**src/rtl/reg_file_pkg.sv**
```systemverilog
// Shared constants, types and state encoding for the reg_file_wb register file.
// Optional feature macro: REG_FILE_WB_ZERO_REG_EN (register 0 hardwired to zero).
package reg_file_pkg;

  localparam int unsigned DATA_W = 8;
  localparam int unsigned ADDR_W = 3;
  localparam int unsigned NREGS  = 1 << ADDR_W;

  // Behavioural timing of the original model: reads settle 2 time units after
  // an input change, register/buffer updates land 1 time unit after posedge.
  // The RTL is zero-delay; these name the sampling points a bench should use.
  localparam int unsigned READ_DELAY  = 2;
  localparam int unsigned WRITE_DELAY = 1;

  typedef logic [DATA_W-1:0] data_t;
  typedef logic [ADDR_W-1:0] addr_t;

  typedef enum logic {
    StIdle = 1'b0,
    StHold = 1'b1
  } wb_state_e;

  // True when a write to this address must be discarded (hardwired zero reg).
  function automatic logic zero_blocked(input addr_t addr);
`ifdef REG_FILE_WB_ZERO_REG_EN
    return (addr == '0);
`else
    return 1'b0;
`endif
  endfunction

endpackage

```
**src/rtl/reg_file_wb_if.sv**
```systemverilog
// Bus bundle between the pipeline (master) and the reg_file_wb register file (slave).
// Optional feature macro: REG_FILE_WB_ZERO_REG_EN (no effect on the interface).
interface reg_file_wb_if;
  import reg_file_pkg::*;

  data_t in;
  addr_t inaddress;
  logic  write;
  logic  busywait;
  addr_t out1address;
  addr_t out2address;
  data_t out1;
  data_t out2;
  logic  pending;

  modport master (
    output in, inaddress, write, busywait, out1address, out2address,
    input  out1, out2, pending
  );

  modport slave (
    input  in, inaddress, write, busywait, out1address, out2address,
    output out1, out2, pending
  );

endinterface

```
**src/rtl/reg_file_wbuf.sv**
```systemverilog
// One-entry write-back buffer: holds an ALU result while memory stalls and
// produces a single commit (enable, address, data) for the register array.
// Optional feature macro: REG_FILE_WB_ZERO_REG_EN (writes to register 0 never
// commit and are never captured).
module reg_file_wbuf
  import reg_file_pkg::*;
(
  input  logic  clk,
  input  logic  reset,
  input  logic  write,
  input  logic  busywait,
  input  addr_t wr_addr,
  input  data_t wr_data,
  output logic  commit_en,
  output addr_t commit_addr,
  output data_t commit_data,
  output logic  pending,
  output addr_t pend_addr,
  output data_t pend_data
);

  wb_state_e state_q;
  logic      pending_q;
  addr_t     pend_addr_q;
  data_t     pend_data_q;

  logic accept;
  logic same_pair;
  logic new_req;

  // Classify the incoming request against the buffered entry.
  always_comb begin
    accept    = write && !zero_blocked(wr_addr);
    same_pair = (wr_addr == pend_addr_q) && (wr_data == pend_data_q);
    // A stalled retry re-presents the buffered pair; only a different pair is new.
    new_req   = accept && !same_pair;
  end

  // Commit select: the buffer has priority; otherwise an unstalled write goes straight in.
  always_comb begin
    commit_en   = 1'b0;
    commit_addr = wr_addr;
    commit_data = wr_data;
    if (state_q == StHold) begin
      commit_en   = !busywait;
      commit_addr = pend_addr_q;
      commit_data = pend_data_q;
    end else begin
      commit_en   = accept && !busywait;
    end
  end

  // Buffer FSM with registered PENDING/PEND_ADDR/PEND_DATA.
  always_ff @(posedge clk) begin
    if (reset) begin
      state_q     <= StIdle;
      pending_q   <= 1'b0;
      pend_addr_q <= '0;
      pend_data_q <= '0;
    end else begin
      unique case (state_q)
        StIdle: begin
          if (accept && busywait) begin
            pend_addr_q <= wr_addr;
            pend_data_q <= wr_data;
            pending_q   <= 1'b1;
            state_q     <= StHold;
          end
        end
        StHold: begin
          if (new_req) begin
            // Last request wins while stalled; after a commit edge it becomes
            // the next entry and waits for the following unstalled edge.
            pend_addr_q <= wr_addr;
            pend_data_q <= wr_data;
            pending_q   <= 1'b1;
          end else if (!busywait) begin
            pending_q <= 1'b0;
            state_q   <= StIdle;
          end
        end
        default: begin
          state_q   <= StIdle;
          pending_q <= 1'b0;
        end
      endcase
    end
  end

  assign pending   = pending_q;
  assign pend_addr = pend_addr_q;
  assign pend_data = pend_data_q;

endmodule

```
**src/rtl/reg_file_wb.sv**
```systemverilog
// 8 x 8-bit register file with a one-entry write-back buffer and read forwarding.
// Read ports feed the ADD unit DATA1/DATA2; the write port takes the ALU result.
// Optional feature macro: REG_FILE_WB_ZERO_REG_EN (register 0 reads as zero,
// writes to it are dropped).
module reg_file_wb
  import reg_file_pkg::*;
(
  input  logic          clk,
  input  logic          reset,
  reg_file_wb_if.slave  bus
);

  data_t regs_q [NREGS];

  logic  commit_en;
  addr_t commit_addr;
  data_t commit_data;
  logic  pending;
  addr_t pend_addr;
  data_t pend_data;

  reg_file_wbuf u_wbuf (
    .clk         (clk),
    .reset       (reset),
    .write       (bus.write),
    .busywait    (bus.busywait),
    .wr_addr     (bus.inaddress),
    .wr_data     (bus.in),
    .commit_en   (commit_en),
    .commit_addr (commit_addr),
    .commit_data (commit_data),
    .pending     (pending),
    .pend_addr   (pend_addr),
    .pend_data   (pend_data)
  );

  // Register array: at most one write per edge, sourced by the buffer's commit port.
  always_ff @(posedge clk) begin
    if (reset) begin
      for (int unsigned i = 0; i < NREGS; i++) begin
        regs_q[i] <= '0;
      end
    end else if (commit_en) begin
      regs_q[commit_addr] <= commit_data;
    end
  end

  // Read port 1: forward the uncommitted buffer entry over the array contents.
  always_comb begin
    bus.out1 = regs_q[bus.out1address];
    if (pending && (bus.out1address == pend_addr)) begin
      bus.out1 = pend_data;
    end
`ifdef REG_FILE_WB_ZERO_REG_EN
    if (bus.out1address == '0) begin
      bus.out1 = '0;
    end
`endif
  end

  // Read port 2: same forwarding rule as port 1.
  always_comb begin
    bus.out2 = regs_q[bus.out2address];
    if (pending && (bus.out2address == pend_addr)) begin
      bus.out2 = pend_data;
    end
`ifdef REG_FILE_WB_ZERO_REG_EN
    if (bus.out2address == '0) begin
      bus.out2 = '0;
    end
`endif
  end

  assign bus.pending = pending;

endmodule

```
**src/flat_wrapper.sv**
```systemverilog
// flat-port wrapper written by rule: the top's interface ports become plain ports
module reg_file_wb_flat import reg_file_pkg::*;
  (clk, reset, bus_in, bus_inaddress, bus_write, bus_busywait, bus_out1address, bus_out2address, bus_out1, bus_out2, bus_pending);
  reg_file_wb_if bus_i ();
  input  logic clk;
  input  logic reset;
  input wire logic [$bits(bus_i.in)-1:0] bus_in;
  input wire logic [$bits(bus_i.inaddress)-1:0] bus_inaddress;
  input wire logic [$bits(bus_i.write)-1:0] bus_write;
  input wire logic [$bits(bus_i.busywait)-1:0] bus_busywait;
  input wire logic [$bits(bus_i.out1address)-1:0] bus_out1address;
  input wire logic [$bits(bus_i.out2address)-1:0] bus_out2address;
  output wire logic [$bits(bus_i.out1)-1:0] bus_out1;
  output wire logic [$bits(bus_i.out2)-1:0] bus_out2;
  output wire logic [$bits(bus_i.pending)-1:0] bus_pending;
  assign bus_i.in = bus_in;
  assign bus_i.inaddress = bus_inaddress;
  assign bus_i.write = bus_write;
  assign bus_i.busywait = bus_busywait;
  assign bus_i.out1address = bus_out1address;
  assign bus_i.out2address = bus_out2address;
  assign bus_out1 = bus_i.out1;
  assign bus_out2 = bus_i.out2;
  assign bus_pending = bus_i.pending;
  reg_file_wb u_core (.clk(clk), .reset(reset), .bus(bus_i));
endmodule
```
**config.mk**
```make
export PLATFORM = sky130hd
export DESIGN_NAME = reg_file_wb_flat
export DESIGN_NICKNAME = d
export VERILOG_FILES = /design/src/rtl/reg_file_pkg.sv /design/src/rtl/reg_file_wb_if.sv /design/src/rtl/reg_file_wbuf.sv /design/src/rtl/reg_file_wb.sv /design/src/flat_wrapper.sv
export SDC_FILE = /design/constraint.sdc
export NUM_CORES = 1
export LEC_CHECK = 0
export ABC_AREA = 1
export CORE_MARGIN = 5
export CORE_UTILIZATION = 35
export CTS_CLUSTER_SIZE = 40
export DETAILED_ROUTE_END_ITERATION = 6
export GPL_TIMING_DRIVEN = 0
export PLACE_DENSITY = 0.49
export SETUP_SLACK_MARGIN = 0.4
export SKIP_CTS_REPAIR_TIMING = 1
export SYNTH_ARGS = -nofsm -noshare
export SYNTH_HDL_FRONTEND = slang
export SYNTH_HIERARCHICAL = 1
export SYNTH_SLANG_ARGS = --single-unit
export TNS_END_PERCENT = 1
```
**constraint.sdc**
```tcl
create_clock -name clk -period 5.2 [get_ports clk]
set_clock_uncertainty 0.1 [all_clocks]
set_input_delay 0.78 -clock clk [delete_from_list [all_inputs] [get_ports clk]]
set_output_delay 0.78 -clock clk [all_outputs]
set_load 0.005 [all_outputs]
```
==> flow_summary_export.csv <==
group,metric,value,unit
layout,drive_gt1_frac,0.102,
placed_design,dpl_cell_area,0.00547,mm²
run_status,outcome,"finished, final reports clean",
yosys,ys_warn_count,6,
clock_tree,cts_sinks,77,
setup_path,cp_max_fo,10,
global_routing,grt_max_degree,16,
worst_hold_path,hold_path_end,"u_core/u_wbuf/pending",
setup_path,arrival,2220,ps
floorplanning,start_util,0.356,
global_routing,grt.total_usage,0.205,
worst_hold_path,whs_path_depth,2,
global_routing,overflow,0,
global_routing,grt_pass1_vias,4470,
timing,setup_viol,0,
route,initialDrtViolationCount,460,
route,via_per_inst,5.01,
clock_tree,root_buffer,"clkbuf_16",
route,drc,0,
setup_path,cp_cell_sequence,"buf_6 -> inv_4 -> buf_2 -> nand3_1 -> nand3_1 -> nand3_1 -> nand2_1 -> clkdlybuf4s50_1",
timing,hold_slack,439,ps
timing,slew_headroom,0.289,
floorplanning,die_y,129,µm
route,drt-total-wl,16700,µm
global_routing,grt_pass1_wl,25200,µm
power,switchingPower,0.000512,W
floorplanning,core-area,0.0139,mm²
timing,rsz0062_at_grt,"false",
worst_hold_path,hp-class,"reg2reg",
yosys,synthDominantCellAreaShare,0.389,
placed_design,place.gp.congestion,0.942,
layout,area_growth,17.0,%
timing,finalCritPeriodShare,0.597,
global_routing,grt_use_met1,0.276,
yosys,ys_seq_area_frac,0.442,
power,p_leak,2.73,nW
setup_path,cp-start-kind,"input pin",
timing,max_freq,322,MHz
timing,hold_violations,0,
yosys,yosysTopAreaCell,"edfxtp_1",
setup_path,max_stage_delay,500,ps
route,antenna_left,0,
placed_design,port_buffers,31,
yosys,synth_area_per_cell,7.07,µm²
floorplanning,design.die.area,0.0166,mm²
setup_path,cp_slowest_cell,"clkdlybuf4s50_1",
setup_path,reg2reg_depth,8,
power,p_int,0.00119,W
route,num_vias,4632,
power,vdd_ir_drop_max,0.201,mV
route,drt_first_pass_iters,5,
clock_tree,clockBufferDepth,2,
power,seq_power_share,0.423,
power,power.density,295,mW/mm²
clock_tree,insertion_delay,350,ps
yosys,syn-num-nets,719,
setup_path,crit_start,"bus_out2address[1]",
global_routing,antenna_found_initial,0,
worst_hold_path,hold_start,"u_core/u_wbuf/pending",
setup_path,crit_family,"buffers and inverters",
floorplanning,pin_count,38,
clock_tree,cts_tree,"built",
timing,setup_tns,0,ps
layout,finish.instance_area,0.00578,mm²
timing,worst_pin_slew,1060,ps
yosys,synthesis.area,0.00493,mm²
setup_path,path_common_cell,"nand3_1",
clock_tree,htree_levels,3,
setup_path,cp-end-kind,"primary output",
timing,slew_violations,0,
placed_design,pre_cts_slack,1880,ps
power,power_frac_comb,0.192,
setup_path,r2r_start,"u_core/u_wbuf/state_q",
global_routing,use_met3,0.0419,
yosys,synth-seq-cells,77,
clock_tree,cts_made_buffers,9,
placed_design,dpl.hpwl,12300,µm
global_routing,top_usage_layer,"met2",
run,cap_violations,0,
yosys,syn_inst,698,
setup_path,r2r-end,"u_core/regs_q[3][1]",
timing,setup_slack,2100,ps
floorplanning,die_w,129,µm
layout,nets,761,
yosys,synth_area_leaders,"edfxtp_1, nand2_1, nand3_1",
setup_path,cp.required,4320,ps
floorplanning,rows,43,
timing,fin_crit,3100,ps
layout,antenna_cells,0,
yosys,synth.distinct_cells,25,
power,switching_share,0.301,
setup_path,criticalPathCategory,"in2out",
power,clkPwrFrac,0.384,
setup_path,path_buf_inv,4,
setup_path,reg2reg_slack,2310,ps
global_routing,gr-usage-met2,0.325,
clock_tree,clk_pin_slew,60,ps
route,wl_per_cell,18.0,µm
-- registers in the layout (all words and copies together) (netlist names) --
name                     count
u_core/u_wbuf/state_q        1
u_core/u_wbuf/pend_addr      3
u_core/regs_q               64
u_core/u_wbuf/pending        1
u_core/u_wbuf/pend_data      8
-- power by group through the flow --
stage | clock (W) | sequential (W) | combinational [W]
after floorplan | 0 | 0.000726 | 0.000194
after global placement | 0 | 0.000733 | 0.000324
after detailed placement | 0 | 0.000734 | 0.000326
after CTS | 0.000669 | 0.000721 | 0.000327
after global routing | 0.000691 | 0.000725 | 0.000359
final | 0.000654 | 0.000721 | 0.000327
-- worst min-delay path, delay by kind of cell, from the launching register on --
kind	cells	cell delay (ps)
flip-flops	1	360
AND/OR/NAND/NOR	1	80
AO/OA/AOI/OAI	1	50
-- per-layer routing --
metal	wire (µm)	vias to the layer above
li1	-	2267
met1	7520	2139
met2	7560	196
met3	1050	30
met4	565	0
met5	0	-
-- worst max-delay path by stage --
stage                                     end  slack (ps)  cells past startpoint
after floorplan                   bus_out2[1]        2870                      8
after global placement    u_core/regs_q[2][5]        1860                      7
after detailed placement  u_core/regs_q[3][6]        1880                      7
after CTS                         bus_out2[4]        2110                      8
after global routing              bus_out1[3]        2040                      9
final                             bus_out2[4]        2100                      8
-- layout make-up --
| cell class | count | area [µm²] |
|---|---|---|
| plain buffers | 27 | 198 |
| well taps | 180 | 225 |
| flip-flops and latches | 77 | 2180 |
| fillers | 1438 | 8110 |
| repair buffers | 31 | 310 |
| clock inverters | 7 | 80.1 |
| clock buffers | 9 | 225 |
| multi-input cells | 489 | 2130 |
| inverters | 105 | 424 |
-- cell usage after synthesis --
master	instances
a21oi_1	1
buf_12	1
buf_2	10
buf_4	8
buf_6	5
clkbuf_1	3
clkinv_4	2
dfxtp_1	13
edfxtp_1	64
inv_1	94
inv_2	3
inv_4	4
inv_6	2
nand2_1	233
nand2_2	12
nand2_4	3
nand3_1	113
nand3_2	2
nor2_1	94
nor2_2	4
nor2_4	4
o21ai_0	8
o21ai_1	10
xnor2_1	4
xor2_1	1
-- cell usage in the layout (no fill, tap or decap), types with 9 or more instances in the layout --
| cell type | netlist | routed |
|---|---|---|
| nand2_1 | 233 | 233 |
| nand3_1 | 113 | 113 |
| inv_1 | 94 | 94 |
| nor2_1 | 94 | 94 |
| edfxtp_1 | 64 | 64 |
| clkdlybuf4s50_1 | 0 | 31 |
| dfxtp_1 | 13 | 13 |
| nand2_2 | 12 | 12 |
| buf_2 | 10 | 10 |
| o21ai_1 | 10 | 10 |
| clkbuf_16 | 0 | 9 |
-- cell families after synthesis --
kind of cell / synth area share
AOI/OAI and AO/OA: 0.0193
xor gates and xnor gates: 0.00887
buffers and inverters: 0.126
DFF: 0.442
and+or+nand+nor: 0.404
-- stage by stage --
stage	instances	util	total power, W
after global placement	909	0.394	0.00106
after global routing	925	0.416	0.00177
after floorplan	698	-	0.000921
final	925	0.416	0.00170
after CTS	925	0.416	0.00172
after detailed placement	909	0.394	0.00106
Note: power is estimated with default switching activity, not from simulation.
